$ cat config.mk
export PLATFORM = sky130hd
export DESIGN_NAME = trap_sequencer
export DESIGN_NICKNAME = d
export VERILOG_FILES = /design/src/rtl/sparc_pkg.sv /design/src/rtl/trap_irq_qual.sv /design/src/rtl/trap_sequencer.sv
export SDC_FILE = /design/constraint.sdc
export NUM_CORES = 1
export LEC_CHECK = 0
export BUFFER_PORTS_ARGS = -buffer_cell sky130_fd_sc_hd__buf_2
export CELL_PAD_IN_SITES_DETAIL_PLACEMENT = 0
export CELL_PAD_IN_SITES_GLOBAL_PLACEMENT = 1
export CORE_MARGIN = 2
export CORE_UTILIZATION = 32
export DETAILED_ROUTE_END_ITERATION = 8
export MAX_ROUTING_LAYER = met4
export PLACE_DENSITY_LB_ADDON = 0.05
export SLEW_MARGIN = 20
export SYNTH_ARGS = -nofsm -noshare
export SYNTH_HDL_FRONTEND = slang
export SYNTH_SLANG_ARGS = --single-unit
export TNS_END_PERCENT = 5
$ cat constraint.sdc
create_clock -name clk -period 2 [get_ports clk]
set_clock_uncertainty 0.15 [all_clocks]
set_input_delay 0.2 -clock clk [delete_from_list [all_inputs] [get_ports clk]]
set_output_delay 0.2 -clock clk [all_outputs]
set_load 0.05 [all_outputs]
$ cat src/rtl/sparc_pkg.sv
// rtl/sparc_pkg.sv - shared trap types, sequencer states and window arithmetic (ST_ERROR exists only with TRAP_SEQ_ERROR_MODE_EN)
package sparc_pkg;

    localparam int DEFAULT_NWINDOWS = 8;

    localparam logic [7:0] TT_ILLEGAL_INSTR = 8'h02;
    localparam logic [7:0] TT_INT_BASE      = 8'h10;

    typedef enum logic [3:0] {
        ST_IDLE,
        ST_T_ET,
        ST_T_PS,
        ST_T_S,
        ST_T_WIN,
        ST_T_TBR,
        ST_R_WIN,
        ST_R_S,
        ST_R_ET,
`ifdef TRAP_SEQ_ERROR_MODE_EN
        ST_DONE,
        ST_ERROR
`else
        ST_DONE
`endif
    } seq_state_t;

    // Window decrement used on trap entry; wraps to the top window.
    function automatic logic [4:0] cwp_dec(input logic [4:0] cwp, input int nwin);
        return (cwp == 5'd0) ? 5'(nwin - 1) : cwp - 5'd1;
    endfunction

    // Window increment used on RETT; wraps to window 0.
    function automatic logic [4:0] cwp_inc(input logic [4:0] cwp, input int nwin);
        return (cwp == 5'(nwin - 1)) ? 5'd0 : cwp + 5'd1;
    endfunction

endpackage

$ cat src/rtl/trap_irq_qual.sv
// rtl/trap_irq_qual.sv - combinational interrupt qualification and trap type
module trap_irq_qual
    import sparc_pkg::*;
(
    input  logic [3:0] irl,
    input  logic [3:0] pil,
    input  logic       et,
    output logic       pending,
    output logic [7:0] tt
);

    // Level 15 is non-maskable by PIL; any other level must exceed PIL.
    assign pending = et && (irl != 4'd0) && ((irl == 4'hf) || (irl > pil));
    assign tt      = TT_INT_BASE + {4'd0, irl};

endmodule

$ cat src/rtl/trap_sequencer.sv
// rtl/trap_sequencer.sv - serializes trap entry and RETT into single-field PSR writes (optional TRAP_SEQ_ERROR_MODE_EN)
module trap_sequencer
    import sparc_pkg::*;
#(
    parameter int NWINDOWS = DEFAULT_NWINDOWS
) (
    input  logic       clk,
    input  logic       rst,
    input  logic       sync_trap_req,
    input  logic [7:0] sync_tt,
    input  logic [3:0] irl,
    input  logic       rett_req,
    input  logic       psr_et,
    input  logic       psr_s,
    input  logic       psr_ps,
    input  logic [3:0] psr_pil,
    input  logic [4:0] psr_cwp,
    output logic       req_ack,
    output logic       ET_set,
    output logic       ET_in,
    output logic       PS_set,
    output logic       PS_in,
    output logic       S_set,
    output logic       S_in,
    output logic       CWP_wr,
    output logic [4:0] CWP_in,
    output logic       tbr_tt_wr,
    output logic [7:0] tbr_tt,
    output logic       busy,
    output logic       trap_done,
    output logic       error_mode
);

    seq_state_t state, next_state;

    logic [7:0] tt_snap;
    logic       s_snap;
    logic       ps_snap;
    logic [4:0] cwp_snap;

    logic       snap_load;
    logic [7:0] snap_tt;

    logic       irq_pending;
    logic [7:0] irq_tt;

    trap_irq_qual u_irq_qual (
        .irl     (irl),
        .pil     (psr_pil),
        .et      (psr_et),
        .pending (irq_pending),
        .tt      (irq_tt)
    );

    // State register and request snapshot; reset abandons any partial sequence.
    always_ff @(posedge clk) begin
        if (rst) begin
            state    <= ST_IDLE;
            tt_snap  <= 8'h00;
            s_snap   <= 1'b0;
            ps_snap  <= 1'b0;
            cwp_snap <= 5'd0;
        end else begin
            state <= next_state;
            if (snap_load) begin
                tt_snap  <= snap_tt;
                s_snap   <= psr_s;
                ps_snap  <= psr_ps;
                cwp_snap <= psr_cwp;
            end
        end
    end

    // IDLE arbitration (sync trap > interrupt > RETT) and fixed step sequencing.
    always_comb begin
        next_state = state;
        req_ack    = 1'b0;
        snap_load  = 1'b0;
        snap_tt    = 8'h00;
        unique case (state)
            ST_IDLE: begin
                // Acking under reset would lose the request since the state cannot advance.
                if (!rst) begin
                    if (sync_trap_req) begin
                        req_ack   = 1'b1;
                        snap_load = 1'b1;
                        snap_tt   = sync_tt;
`ifdef TRAP_SEQ_ERROR_MODE_EN
                        next_state = psr_et ? ST_T_ET : ST_ERROR;
`else
                        next_state = ST_T_ET;
`endif
                    end else if (irq_pending) begin
                        req_ack    = 1'b1;
                        snap_load  = 1'b1;
                        snap_tt    = irq_tt;
                        next_state = ST_T_ET;
                    end else if (rett_req) begin
                        req_ack   = 1'b1;
                        snap_load = 1'b1;
                        // RETT with traps enabled is an illegal instruction trap.
                        if (psr_et) begin
                            snap_tt    = TT_ILLEGAL_INSTR;
                            next_state = ST_T_ET;
                        end else begin
                            next_state = ST_R_WIN;
                        end
                    end
                end
            end
            ST_T_ET:  next_state = ST_T_PS;
            ST_T_PS:  next_state = ST_T_S;
            ST_T_S:   next_state = ST_T_WIN;
            ST_T_WIN: next_state = ST_T_TBR;
            ST_T_TBR: next_state = ST_DONE;
            ST_R_WIN: next_state = ST_R_S;
            ST_R_S:   next_state = ST_R_ET;
            ST_R_ET:  next_state = ST_DONE;
            ST_DONE:  next_state = ST_IDLE;
`ifdef TRAP_SEQ_ERROR_MODE_EN
            ST_ERROR: next_state = ST_ERROR;
`endif
            default:  next_state = ST_IDLE;
        endcase
    end

    // Outputs decoded from the registered state and snapshots only.
    always_comb begin
        ET_set    = 1'b0;
        ET_in     = 1'b0;
        PS_set    = 1'b0;
        PS_in     = 1'b0;
        S_set     = 1'b0;
        S_in      = 1'b0;
        CWP_wr    = 1'b0;
        CWP_in    = 5'd0;
        tbr_tt_wr = 1'b0;
        tbr_tt    = 8'h00;
        trap_done = 1'b0;
        busy      = (state != ST_IDLE);
`ifdef TRAP_SEQ_ERROR_MODE_EN
        error_mode = (state == ST_ERROR);
`else
        error_mode = 1'b0;
`endif
        case (state)
            ST_T_ET: begin
                ET_set = 1'b1;
                ET_in  = 1'b0;
            end
            ST_T_PS: begin
                PS_set = 1'b1;
                PS_in  = s_snap;
            end
            ST_T_S: begin
                S_set = 1'b1;
                S_in  = 1'b1;
            end
            ST_T_WIN: begin
                CWP_wr = 1'b1;
                CWP_in = cwp_dec(cwp_snap, NWINDOWS);
            end
            ST_T_TBR: begin
                tbr_tt_wr = 1'b1;
                tbr_tt    = tt_snap;
            end
            ST_R_WIN: begin
                CWP_wr = 1'b1;
                CWP_in = cwp_inc(cwp_snap, NWINDOWS);
            end
            ST_R_S: begin
                S_set = 1'b1;
                S_in  = ps_snap;
            end
            ST_R_ET: begin
                ET_set = 1'b1;
                ET_in  = 1'b1;
            end
            ST_DONE: trap_done = 1'b1;
            default: ;
        endcase
    end

endmodule

==> results of run 1 <==
## worst max-delay path, cell delays in order (launching register included)
cell,delay (ns)
dfxtp_2,0.33
inv_2,0.06
ha_4,0.13
or4b_4,0.49
a32oi_2,0.22
nor2_2,0.07
a21oi_2,0.14
o22ai_4,0.08
buf_6,0.16
## per-stage QoR
step                total power [uW]   util
finish                          2020  0.485
global route                    2170  0.485
CTS                             2010  0.480
detailed placement              1660  0.455
global placement                1640  0.455
floorplan                       1380      -
## power breakdown
part	leakage (uW)	internal [uW]	switching (uW)	total, uW
Clock	0.0000217	140	139	280
Sequential	0.000157	462	55.1	517
Combinational	0.000777	499	723	1220
Total	0.000956	1100	918	2020
## worst paths after layout
path | cells past startpoint | endpoint | slack (ns)
min | 3 | cwp_snap[0]$_SDFFE_PP0P_ | 0.04
max reg2reg | 6 | tt_snap[0]$_SDFFE_PP0P_ | 0.18
max | 8 | CWP_in[3] | -0.29
min reg2reg | 2 | tt_snap[7]$_SDFFE_PP0P_ | 0.33
## synthesized netlist by cell type, types with 2 or more instances
master / number
dfxtp_1: 19
nand2b_1: 19
mux2i_1: 15
nor2_1: 15
clkbuf_1: 13
inv_1: 13
nand2_1: 10
nor3_1: 10
o21ai_0: 7
ha_1: 6
a21oi_1: 5
and2_1: 5
nand3b_1: 5
nand3_1: 4
o32ai_1: 4
nor2b_1: 3
nor4_1: 3
o22ai_1: 2
o311a_1: 2
or2_2: 2
xnor2_1: 2
## layer usage
metal	vias to the layer above	share of wire
li1	788	-
met4	0	0.0046
met1	720	0.48
met2	39	0.48
met3	2	0.040
met5	-	0
## flip-flops by register name, summed over array words and instances (netlist names)
register  cells
s_snap        1
ps_snap       1
state         4
cwp_snap      5
tt_snap       8
## cells by family (layout without fill, tap and decap cells)
family | count (synthesis) | after routing | synth area share
multiplexers | 15 | 15 | 0.102
AND/OR/NAND/NOR | 81 | 81 | 0.304
flip-flops | 19 | 19 | 0.259
AO/OA/AOI/OAI | 34 | 34 | 0.171
adder cells (fa/ha/maj) | 6 | 6 | 0.0510
XOR/XNOR | 3 | 3 | 0.0179
buffers and inverters | 29 | 95 | 0.0927
other | 1 | 1 | 0.00255
## repair_timing
action	4_1_cts	5_1_grt
setup endpoints to repair	8	11
pin swaps	5	2
resized for setup	20	8
buffers inserted	1	0
## area by class of cell
class | instances | share of cell area
inverters | 13 | 0.0247
repair buffers | 78 | 0.231
clock buffers | 3 | 0.0194
clock inverters | 1 | 0.00353
flip-flops and latches | 19 | 0.181
well taps | 52 | 0.0306
multi-input cells | 140 | 0.509
==> metrics.md, run 1 <==
| Metric | Value |
|---|---|
| Grt ovf | 0 |
| Hold Crit Start | psr_cwp[0] |
| Area share of the largest cell type after synthesis | 0.259 |
| Fillers | around 450 |
| Tmin final | 2.29 ns |
| Vias | 1549 |
| Max-slew violation count | 0 |
| Post-route clock period utilization | 1.15 |
| Die height | 71.8 um |
| Most frequent cells in the layout | 42 x buf_2, 33 x buf_4, 18 x nand2b_1 |
| Synth unique cells | 45 |
| WS Path Type | register to output port |
| Synth area leaders | dfxtp_1 26%, mux2i_1 10%, nand2b_1 8.1% |
| Crit start category | register |
| Core area | 4380 um2 |
| Io pins | 53 |
| Number of global-route vias before repair | 1524 |
| Reg clk slew, reported paths | 0.08 ns |
| Remaining DRCs | 0 |
| Detailed Routing Iterations Pass 1 | 4 |
| Ys flop type | dfxtp_1 |
| Syn. warnings | 0 |
| Global Route met1 Usage | 0.229 |
| Initial antenna violation count | 0 |
| N_diodes | 0 |
| Place WS | -0.314 ns |
| Worst-path fanout max | 4 |
| #FFs+latches synth | 19 |
| Detail Placement HPWL | 3.17 mm |
| Initial core utilization | 0.336 |
| Placed cell count | 301 |
| Post-synthesis cell count | roughly 190 |
| Detailed Route WL | 4.10 mm |
| Critical path launch point | cwp_snap[1]$_SDFFE_PP0P_ |
| Reg area | between 300 and 400 um2 |
| Overall global routing resource usage | 0.173 |
| Worst Slack Setup Final | -0.291 ns |
| TritonCTS clock tree | yes |
| Worst Hold Slack | between 0.03 and 0.04 ns |
| Cts bufs inserted | 3 |
| P_leak | 0.000956 uW |
| Sequential fraction of the synthesis area | 0.259 |
| Final hold violations | 0 |
| RSZ-0062 raised after global routing | true |
| Pwr Density | 951 nW/um2 |
| Hold Path Class | input pin to register |
| Maxcap violations | 0 |
| Final setup fails | 4 |
| Final Non-Filler Cells | 306 |
| CTS Sinks | 19 |
| Post-synth EDFFs | 0 |
| Final ANT Viol Nets | 0 |
| Layout cells sized above 1 | 0.461 |
| Via/cell ratio | 5.06 |
| Commonest non-fill, non-tap cell in the layout | buf_2 |
| Die Wd | roughly 72 um |
| Setup crit end kind | output port |
| Synth area leader | dfxtp_1 |
| Port Buffers | 51 |
| Outcome | complete, but fails checks |
| Failing checks | setup timing |
| Placer Congestion | 0.806 |
| Grt met3 use | 0.0253 |
| Max clock buf depth | 2 |
| Worst-Skew Late Latency | 0.25 ns |
| Routed length per instance | 13.4 um |
| Die area | 5160 um2 |
| WP data arrival | about 1.9 ns |
| FP Rows | 24 |
| Routing usage on met2 | 0.283 |
| Synthesized net count | about 220 |
| Hold_buf cts | 0 |
| Nets | just under 300 |
| Multi-input gate area | about 1100 um2 |
| Mapped Area | 1470 um2 |
| Pin count of the biggest net entering global routing | 32 |
| Post-Place Cell Area | 1990 um2 |
| Peak VDD IR | 0.000417 V |
| Setup TNS | -0.623 ns |
| Ys async rst share | 0 |
| Worst Path Required | between 1.5 and 2 ns |
| Post-route cell area | 2120 um2 |
| H-tree depth | 1 |
| GR peak layer | met2 |
| First-pass GRT wire length | a little over 7 mm |
| FF-to-FF Start | state[2]$_SDFFE_PP0P_ |
| Starting DRC count in detailed routing | 72 |
| Root Buffer | clkbuf_8 |
| Syn Area/Cell | 7.83 um2 |
| Area delta synth->final | 44.4% |
| Fmax | 0.437 GHz |
No activity file was read; power rests on OpenSTA's default activity.
==> run 2, diff against run 1 <==
--- a/config.mk
+++ b/config.mk
@@ -11,4 +11,5 @@
 export CORE_MARGIN = 2
 export CORE_UTILIZATION = 32
+export CTS_CLUSTER_DIAMETER = 40
 export DETAILED_ROUTE_END_ITERATION = 8
 export MAX_ROUTING_LAYER = met4
==> constraint.sdc (replaced) <==
create_clock -name clk -period 2 [get_ports clk]
set_clock_uncertainty 0.15 [all_clocks]
set_input_delay 0.4 -clock clk [delete_from_list [all_inputs] [get_ports clk]]
set_output_delay 0.4 -clock clk [all_outputs]
set_load 0.05 [all_outputs]
==> run 2 against run 1 <==
The flow still finishes with violations (setup timing). Clock power is 3% lower. Critical path depth is 1 lower. Utilization is 6.3 points higher. Die area stayed put. Final cell count is 3.9% higher. Total power is 6.9% higher. Non-clock buffer count is 12 higher. Wire length is 3.9% higher. Global-route usage hardly changed. Highest routed layer unchanged. Sequential power is 0.8% higher. First-iteration DRC count is 9.7% lower.
==> metrics.md, run 2 (synthesis results as in run 1) <==
| Metric | Value |
|---|---|
| Starting DRC count in detailed routing | 65 (was 72) |
| Port Buffers | 51 (unchanged) |
| Area delta synth->final | 63.0% (was 44.4%) |
| R2R Setup Slk | 0.22 ns (was 0.18 ns) |
| Fmax | 0.404 GHz (was 0.437 GHz) |
| Die area | 5160 um2 (unchanged) |
| Detail Placement HPWL | 3.33 mm (was 3.17 mm) |
| Reg2reg end | tt_snap[3]$_SDFFE_PP0P_ (was tt_snap[0]$_SDFFE_PP0P_) |
| Die height | 71.8 um (unchanged) |
| H-tree depth | 1 (unchanged) |
| Placer Congestion | 0.816 (was 0.806) |
| Clock power frac | 0.126 (was 0.139) |
| Max-slew violation count | 0 (unchanged) |
| CTS Sinks | 19 (unchanged) |
| Final setup fails | 7 (was 4) |
| Hold Path Class | input pin to register (unchanged) |
| WP data arrival | 1.93 ns (was 1.94 ns) |
| Nets | 301 (was 289) |
| Internal power | 1200 uW (was 1100 uW) |
| Remaining DRCs | 0 (unchanged) |
| Maxcap violations | 0 (unchanged) |
| P_sw | 959 uW (was 918 uW) |
| Fillers | 421 (was 449) |
| Top Layer Used | met4 (unchanged) |
| Via/cell ratio | 5.10 (was 5.06) |
| Sw Ratio | 0.444 (was 0.454) |
| Routed length per instance | 13.4 um (about the same) |
| Register-to-Register Path Depth | 7 (was 6) |
| Final ANT Viol Nets | 0 (unchanged) |
| End of the critical path | CWP_in[0] (was CWP_in[3]) |
| Peak VDD IR | 0.000344 V (was 0.000417 V) |
| Number of global-route vias before repair | 1622 (was 1524) |
| Max clock buf depth | 2 (unchanged) |
| Post-route cell area | 2400 um2 (was 2120 um2) |
| Post-route clock period utilization | 1.24 (was 1.15) |
| Outcome | complete, but fails checks (unchanged) |
| TritonCTS clock tree | yes (unchanged) |
| Layout cells sized above 1 | 0.508 (was 0.461) |
| Worst Hold Slack | 0.247 ns (was 0.0365 ns) |
| Cts bufs inserted | 3 (unchanged) |
| Detailed Route WL | 4.26 mm (was 4.10 mm) |
| Post-Place Cell Area | 2100 um2 (was 1990 um2) |
| Overall global routing resource usage | 0.174 (was 0.173) |
| Root Buffer | clkbuf_8 (unchanged) |
| Initial antenna violation count | 0 (unchanged) |
| Commonest non-fill, non-tap cell in the layout | buf_4 (was buf_2) |
| Worst Slack Setup Final | -0.478 ns (was -0.291 ns) |
| Reg area | 389 um2 (was 384 um2) |
| FP Rows | 24 (unchanged) |
| Routed length on met1 | 1.88 mm (was 1.96 mm) |
| Most frequent cells in the layout | 37 x buf_4, 31 x buf_2, 18 x buf_6 (was 42 x buf_2, 33 x buf_4, 18 x nand2b_1) |
| Worst-path fanout max | 3 (was 4) |
| Reg power frac | 0.241 (was 0.256) |
| First-pass GRT wire length | 7.11 mm (was 7.04 mm) |
| Detailed Routing Iterations Pass 1 | 4 (unchanged) |
| Met3 Wirelength | 177 um (was 165 um) |
| Place WS | -0.575 ns (was -0.314 ns) |
| Vias | 1621 (was 1549) |
| P_leak | 0.00106 uW (was 0.000956 uW) |
| Top Registers | tt_snap: 8 flops, cwp_snap: 5 flops, state: 4 flops (unchanged) |
| Grt ovf | 0 (unchanged) |
| RSZ-0062 raised after global routing | true (unchanged) |
| Failing checks | setup timing (unchanged) |
| Multi-input gate area | 1140 um2 (was 1080 um2) |
| Hold_buf cts | 0 (unchanged) |
| Fin util | 0.547 (was 0.485) |
| Core area | 4380 um2 (unchanged) |
| Initial core utilization | 0.336 (unchanged) |
| Pin count of the biggest net entering global routing | 32 (unchanged) |
| Worst Path Required | 1.45 ns (was 1.65 ns) |
| Reg clk slew, reported paths | 0.08 ns (about the same) |
| Largest register FFs | 8 (unchanged) |
| Comb power frac | 0.633 (was 0.605) |
| Largest register by flop count | tt_snap (unchanged) |
| Critical path launch point | cwp_snap[0]$_SDFFE_PP0P_ (was cwp_snap[1]$_SDFFE_PP0P_) |
| WS Path Type | register to output port (unchanged) |
| Crit start category | register (unchanged) |
| Met2 wire len | 2.14 mm (was 1.95 mm) |
| Setup crit end kind | output port (unchanged) |
| Final hold violations | 0 (unchanged) |
| FF-to-FF Start | state[2]$_SDFFE_PP0P_ (unchanged) |
| N_diodes | 0 (unchanged) |
| Die Wd | 71.8 um (unchanged) |
| Tmin final | 2.48 ns (was 2.29 ns) |
| Worst-Skew Late Latency | 0.25 ns (about the same) |
| Pwr Density | 900 nW/um2 (was 951 nW/um2) |
| Io pins | 53 (unchanged) |
-- run 2: cell count changes in the layout (fill, tap and decap cells not counted), moves of 3 or more --
cell    change
and2_2      -4
and2_4      +4
buf_2      -11
buf_4       +4
buf_6      +15
buf_8       +4
nor3_2      -3
nor3_4      +4
-- run 2: layout make-up --
type                            instances  share of cell area
Clock buffer                            3              0.0172
Clock inverter                          1             0.00209
Inverter                               13              0.0271
Multi-Input combinational cell        140               0.474
Sequential cell                        19               0.162
Tap cell                               52              0.0271
Timing Repair Buffer                   90               0.290
-- run 2: stage by stage --
| step | instances | TNS, ns | power (uW) |
|---|---|---|---|
| after floorplan | 188 | -5.62 | 1410 |
| after global placement | 309 | -5.18 | 1710 |
| after detailed placement | 309 | -6.12 | 1740 |
| after CTS | 317 | -1.91 | 2100 |
| after global routing | 318 | -2.96 | 2300 |
| final | 318 | -1.99 | 2160 |
-- run 2: critical path, cell delays in order (launching register included) --
cell	delay, ns
dfxtp_2	0.33
inv_2	0.07
ha_4	0.12
or4b_4	0.47
buf_4	0.15
buf_4	0.13
o32ai_4	0.21
buf_6	0.19
-- run 2: how the worst min path moves through the flow --
stage	startpoint	endpoint	slack [ns]	cells after the start
floorplan	s_snap$_SDFFE_PP0P_	s_snap$_SDFFE_PP0P_	0.29	2
global placement	tt_snap[7]$_SDFFE_PP0P_	tt_snap[7]$_SDFFE_PP0P_	0.31	2
detailed placement	tt_snap[7]$_SDFFE_PP0P_	tt_snap[7]$_SDFFE_PP0P_	0.32	2
CTS	psr_cwp[2]	cwp_snap[2]$_SDFFE_PP0P_	0.25	3
global route	psr_cwp[2]	cwp_snap[2]$_SDFFE_PP0P_	0.26	3
finish	psr_cwp[1]	cwp_snap[1]$_SDFFE_PP0P_	0.25	3
-- run 2: power by group through the flow --
stage | sequential [uW] | clock [uW] | combinational [uW]
final | 521 | 272 | 1370
after floorplan | 505 | 0 | 905
after CTS | 518 | 280 | 1310
after detailed placement | 520 | 0 | 1220
after global routing | 531 | 297 | 1470
after global placement | 516 | 0 | 1200
-- run 2: routing by layer --
metal / track usage / vias to the layer above
li1: - / 814
met1: 0.211 / 759
met2: 0.303 / 42
met3: 0.0183 / 6
met4: 0.0482 / 0
met5: - / -
-- run 2: what timing repair did --
item,in CTS,in global routing
hold endpoints to repair,0,0
setup endpoints to repair,34,29
gates resized for setup,44,23
pin swaps,10,8
setup buffers,4,1
==> run 3, diff against run 2 <==
CORE_UTILIZATION = 38   (was 32)
clock period = 3.02 ns   (was 2 ns; I/O delays follow)
==> run 3 against run 2 <==
The flow now finishes without violations. Worst hold slack improved by 0.070 ns. Wire length decreased by 15%. First-iteration DRC count increased by 83%.
==> metrics.md, run 3 (synthesis results as in run 1) <==
| Metric | Value |
|---|---|
| Outcome | complete, no violations (was complete, but fails checks) |
| Max clock buf depth | 2 (unchanged) |
| Most frequent cells in the layout | 50 x buf_2, 19 x nand2b_1, 19 x dfxtp_1 (was 37 x buf_4, 31 x buf_2, 18 x buf_6) |
| Reg area | 380 um2 (was 389 um2) |
| FP Rows | 22 (was 24) |
| Worst hold path depth | 2 (was 3) |
| Worst Path Required | 2.27 ns (was 1.45 ns) |
| Post-CTS Setup Inserts | 0 (was 4) |
| Pin count of the biggest net entering global routing | 32 (unchanged) |
| Layout cells sized above 1 | 0.297 (was 0.508) |
| Total Power Consumption | 1140 uW (was 2160 uW) |
| First-pass GRT wire length | 5.60 mm (was 7.11 mm) |
| Detail Placement HPWL | 2.81 mm (was 3.33 mm) |
| Initial antenna violation count | 0 (unchanged) |
| Top Registers | tt_snap: 8 flops, cwp_snap: 5 flops, state: 4 flops (unchanged) |
| Core area | 3690 um2 (was 4380 um2) |
| Io pins | 53 (unchanged) |
| CP dominant cell by count | buf_2 (was buf_4) |
| Die height | 66.2 um (was 71.8 um) |
| Nets | 267 (was 301) |
| Setup TNS | 0 ns (was -1.99 ns) |
| Worst-path fanout max | 4 (was 3) |
| Die Wd | 66.2 um (was 71.8 um) |
| Maxcap violations | 0 (unchanged) |
| Fmax | 0.338 GHz |
| Peak VDD IR | 0.000357 V (was 0.000344 V) |
| RSZ-0062 raised after global routing | true (unchanged) |
| TritonCTS clock tree | yes (unchanged) |
| Hold EP | tt_snap[5]$_SDFFE_PP0P_ (was cwp_snap[1]$_SDFFE_PP0P_) |
| Max-slew violation count | 0 (unchanged) |
| H-tree depth | 1 (unchanged) |
| Placer Congestion | 0.787 (was 0.816) |
| Pwr Density | 637 nW/um2 (was 900 nW/um2) |
| Tightest Pin Transition | 0.629 ns |
| Die area | 4390 um2 (was 5160 um2) |
| Reg clk slew, reported paths | 0.08 ns (about the same) |
| Reg2reg end | state[1]$_SDFFE_PP0P_ (was tt_snap[3]$_SDFFE_PP0P_) |
| P_leak | 0.000841 uW (was 0.00106 uW) |
| Largest register FFs | 8 (unchanged) |
| Area delta synth->final | 22.0% (was 63.0%) |
| Via/cell ratio | 5.12 (was 5.10) |
| Worst-Skew Late Latency | 0.25 ns (about the same) |
| Crit start category | input pin (was register) |
| Final setup fails | 0 (was 7) |
| WP data arrival | 2.20 ns (was 1.93 ns) |
| Tmin final | slightly below 3 ns |
| R2R Setup Slk | 1.08 ns (was 0.22 ns) |
| Commonest non-fill, non-tap cell in the layout | buf_2 (was buf_4) |
| Multi-input gate area | 965 um2 (was 1140 um2) |
| Setup crit end kind | output port (unchanged) |
| Initial core utilization | 0.399 (was 0.336) |
| Hold Path Class | register to register (was input pin to register) |
| Register-to-Register Path Depth | 4 (was 7) |
| Final hold violations | 0 (unchanged) |
| Hold Crit Start | tt_snap[5]$_SDFFE_PP0P_ (was psr_cwp[1]) |
| Slew Limit Headroom | 0.580 |
| Largest register by flop count | tt_snap (unchanged) |
| CTS Sinks | 19 (unchanged) |
| Remaining DRCs | 0 (unchanged) |
| WS Path Type | input pin to output port (was register to output port) |
| N_diodes | 0 (unchanged) |
| Fillers | 393 (was 421) |
| Detailed Routing Iterations Pass 1 | 4 (unchanged) |
| Cts bufs inserted | 3 (unchanged) |
| Overall global routing resource usage | 0.170 (was 0.174) |
| Port Buffers | 51 (unchanged) |
| Number of global-route vias before repair | 1228 (was 1622) |
| Final ANT Viol Nets | 0 (unchanged) |
| Slowest-stage cell, CP | a211oi_2 (was or4b_4) |
| Post-route clock period utilization | 0.979 |
| Root Buffer | clkbuf_8 (unchanged) |
| Hold_buf cts | 0 (unchanged) |
| Detailed Route WL | 3.62 mm (was 4.26 mm) |
| Grt ovf | 0 (unchanged) |
| Starting DRC count in detailed routing | 119 (was 65) |
| Vias | 1433 (was 1621) |
| Routed length per instance | 12.9 um (was 13.4 um) |
| FF-to-FF Start | state[1]$_SDFFE_PP0P_ (was state[2]$_SDFFE_PP0P_) |
| Critical Path Max Stage Delay | 0.35 ns (was 0.47 ns) |
| Crit path cell chain | buf_2, ha_1, a211oi_2, a21oi_2, o311a_1, nor2b_1, buf_2 (was inv_2, ha_4, or4b_4, buf_4, buf_4, o32ai_4, buf_6) |
[run 3: cell count changes in the layout (fill, tap and decap cells not counted), sizes merged]
cell	change
buf	-35
inv	+1
clkbuf	+1
clkinvlp	-1
[run 3: worst max-delay path: cells and delay by family]
kind / cells / cell delay, ns
fa+ha+maj: 1 / 0.33
compound gates: 3 / 0.78
buf+inv: 2 / 0.34
simple gates: 1 / 0.14
[run 3: power breakdown]
group	leakage, uW	switching [uW]	total, uW	internal, uW
Sequential	0.000156	76.0	380	304
Clock	0.0000255	84.1	176	91.5
Combinational	0.000659	369	589	220
Total	0.000841	529	1140	616
[run 3: cell type report]
class / instances / area share
Clock buffer: 3 / 0.0230
Multi-Input combinational cell: 140 / 0.537
Clock inverter: 1 / 0.00279
Timing Repair Buffer: 56 / 0.164
Sequential cell: 19 / 0.212
Tap cell: 48 / 0.0334
Inverter: 13 / 0.0272
[run 3: worst max-delay path by stage]
stage                                  start   endpoint  slack, ns  cells after the start
floorplan           cwp_snap[0]$_SDFFE_PP0P_  CWP_in[0]      -0.16                      4
global placement                      irl[3]    req_ack       0.13                      7
detailed placement                    irl[1]    req_ack       0.06                      8
CTS                 cwp_snap[1]$_SDFFE_PP0P_  CWP_in[3]       0.02                      8
global route                          irl[1]    req_ack      -0.02                      8
finish                                irl[3]    req_ack       0.06                      7
[run 3: per-layer routing]
layer | vias to the layer above | wire [um] | track usage
met5 | - | 0 | -
met4 | 0 | 36 | 0.0587
met3 | 4 | 178 | 0.0324
met2 | 38 | 1710 | 0.260
met1 | 646 | 1700 | 0.225
li1 | 745 | - | -
[run 3: through the flow]
stage | utilization | std cells | hold slack, ns | setup slack, ns | instance area [um2]
2_1_floorplan | - | 188 | 0.294 | -0.162 | 1480
3_3_place_gp | 0.473 | 276 | 0.304 | 0.134 | 1740
3_5_place_dp | 0.473 | 276 | 0.311 | 0.0596 | 1740
5_1_grt | 0.487 | 280 | 0.346 | -0.0207 | 1800
4_1_cts | 0.485 | 280 | 0.323 | 0.0193 | 1790
6_report | 0.487 | 280 | 0.317 | 0.0645 | 1800
[run 3: what timing repair did]
action	in CTS	in global routing
endpoints found under the setup margin	0	2
endpoints found under the hold margin	0	0
gates resized for setup	0	2
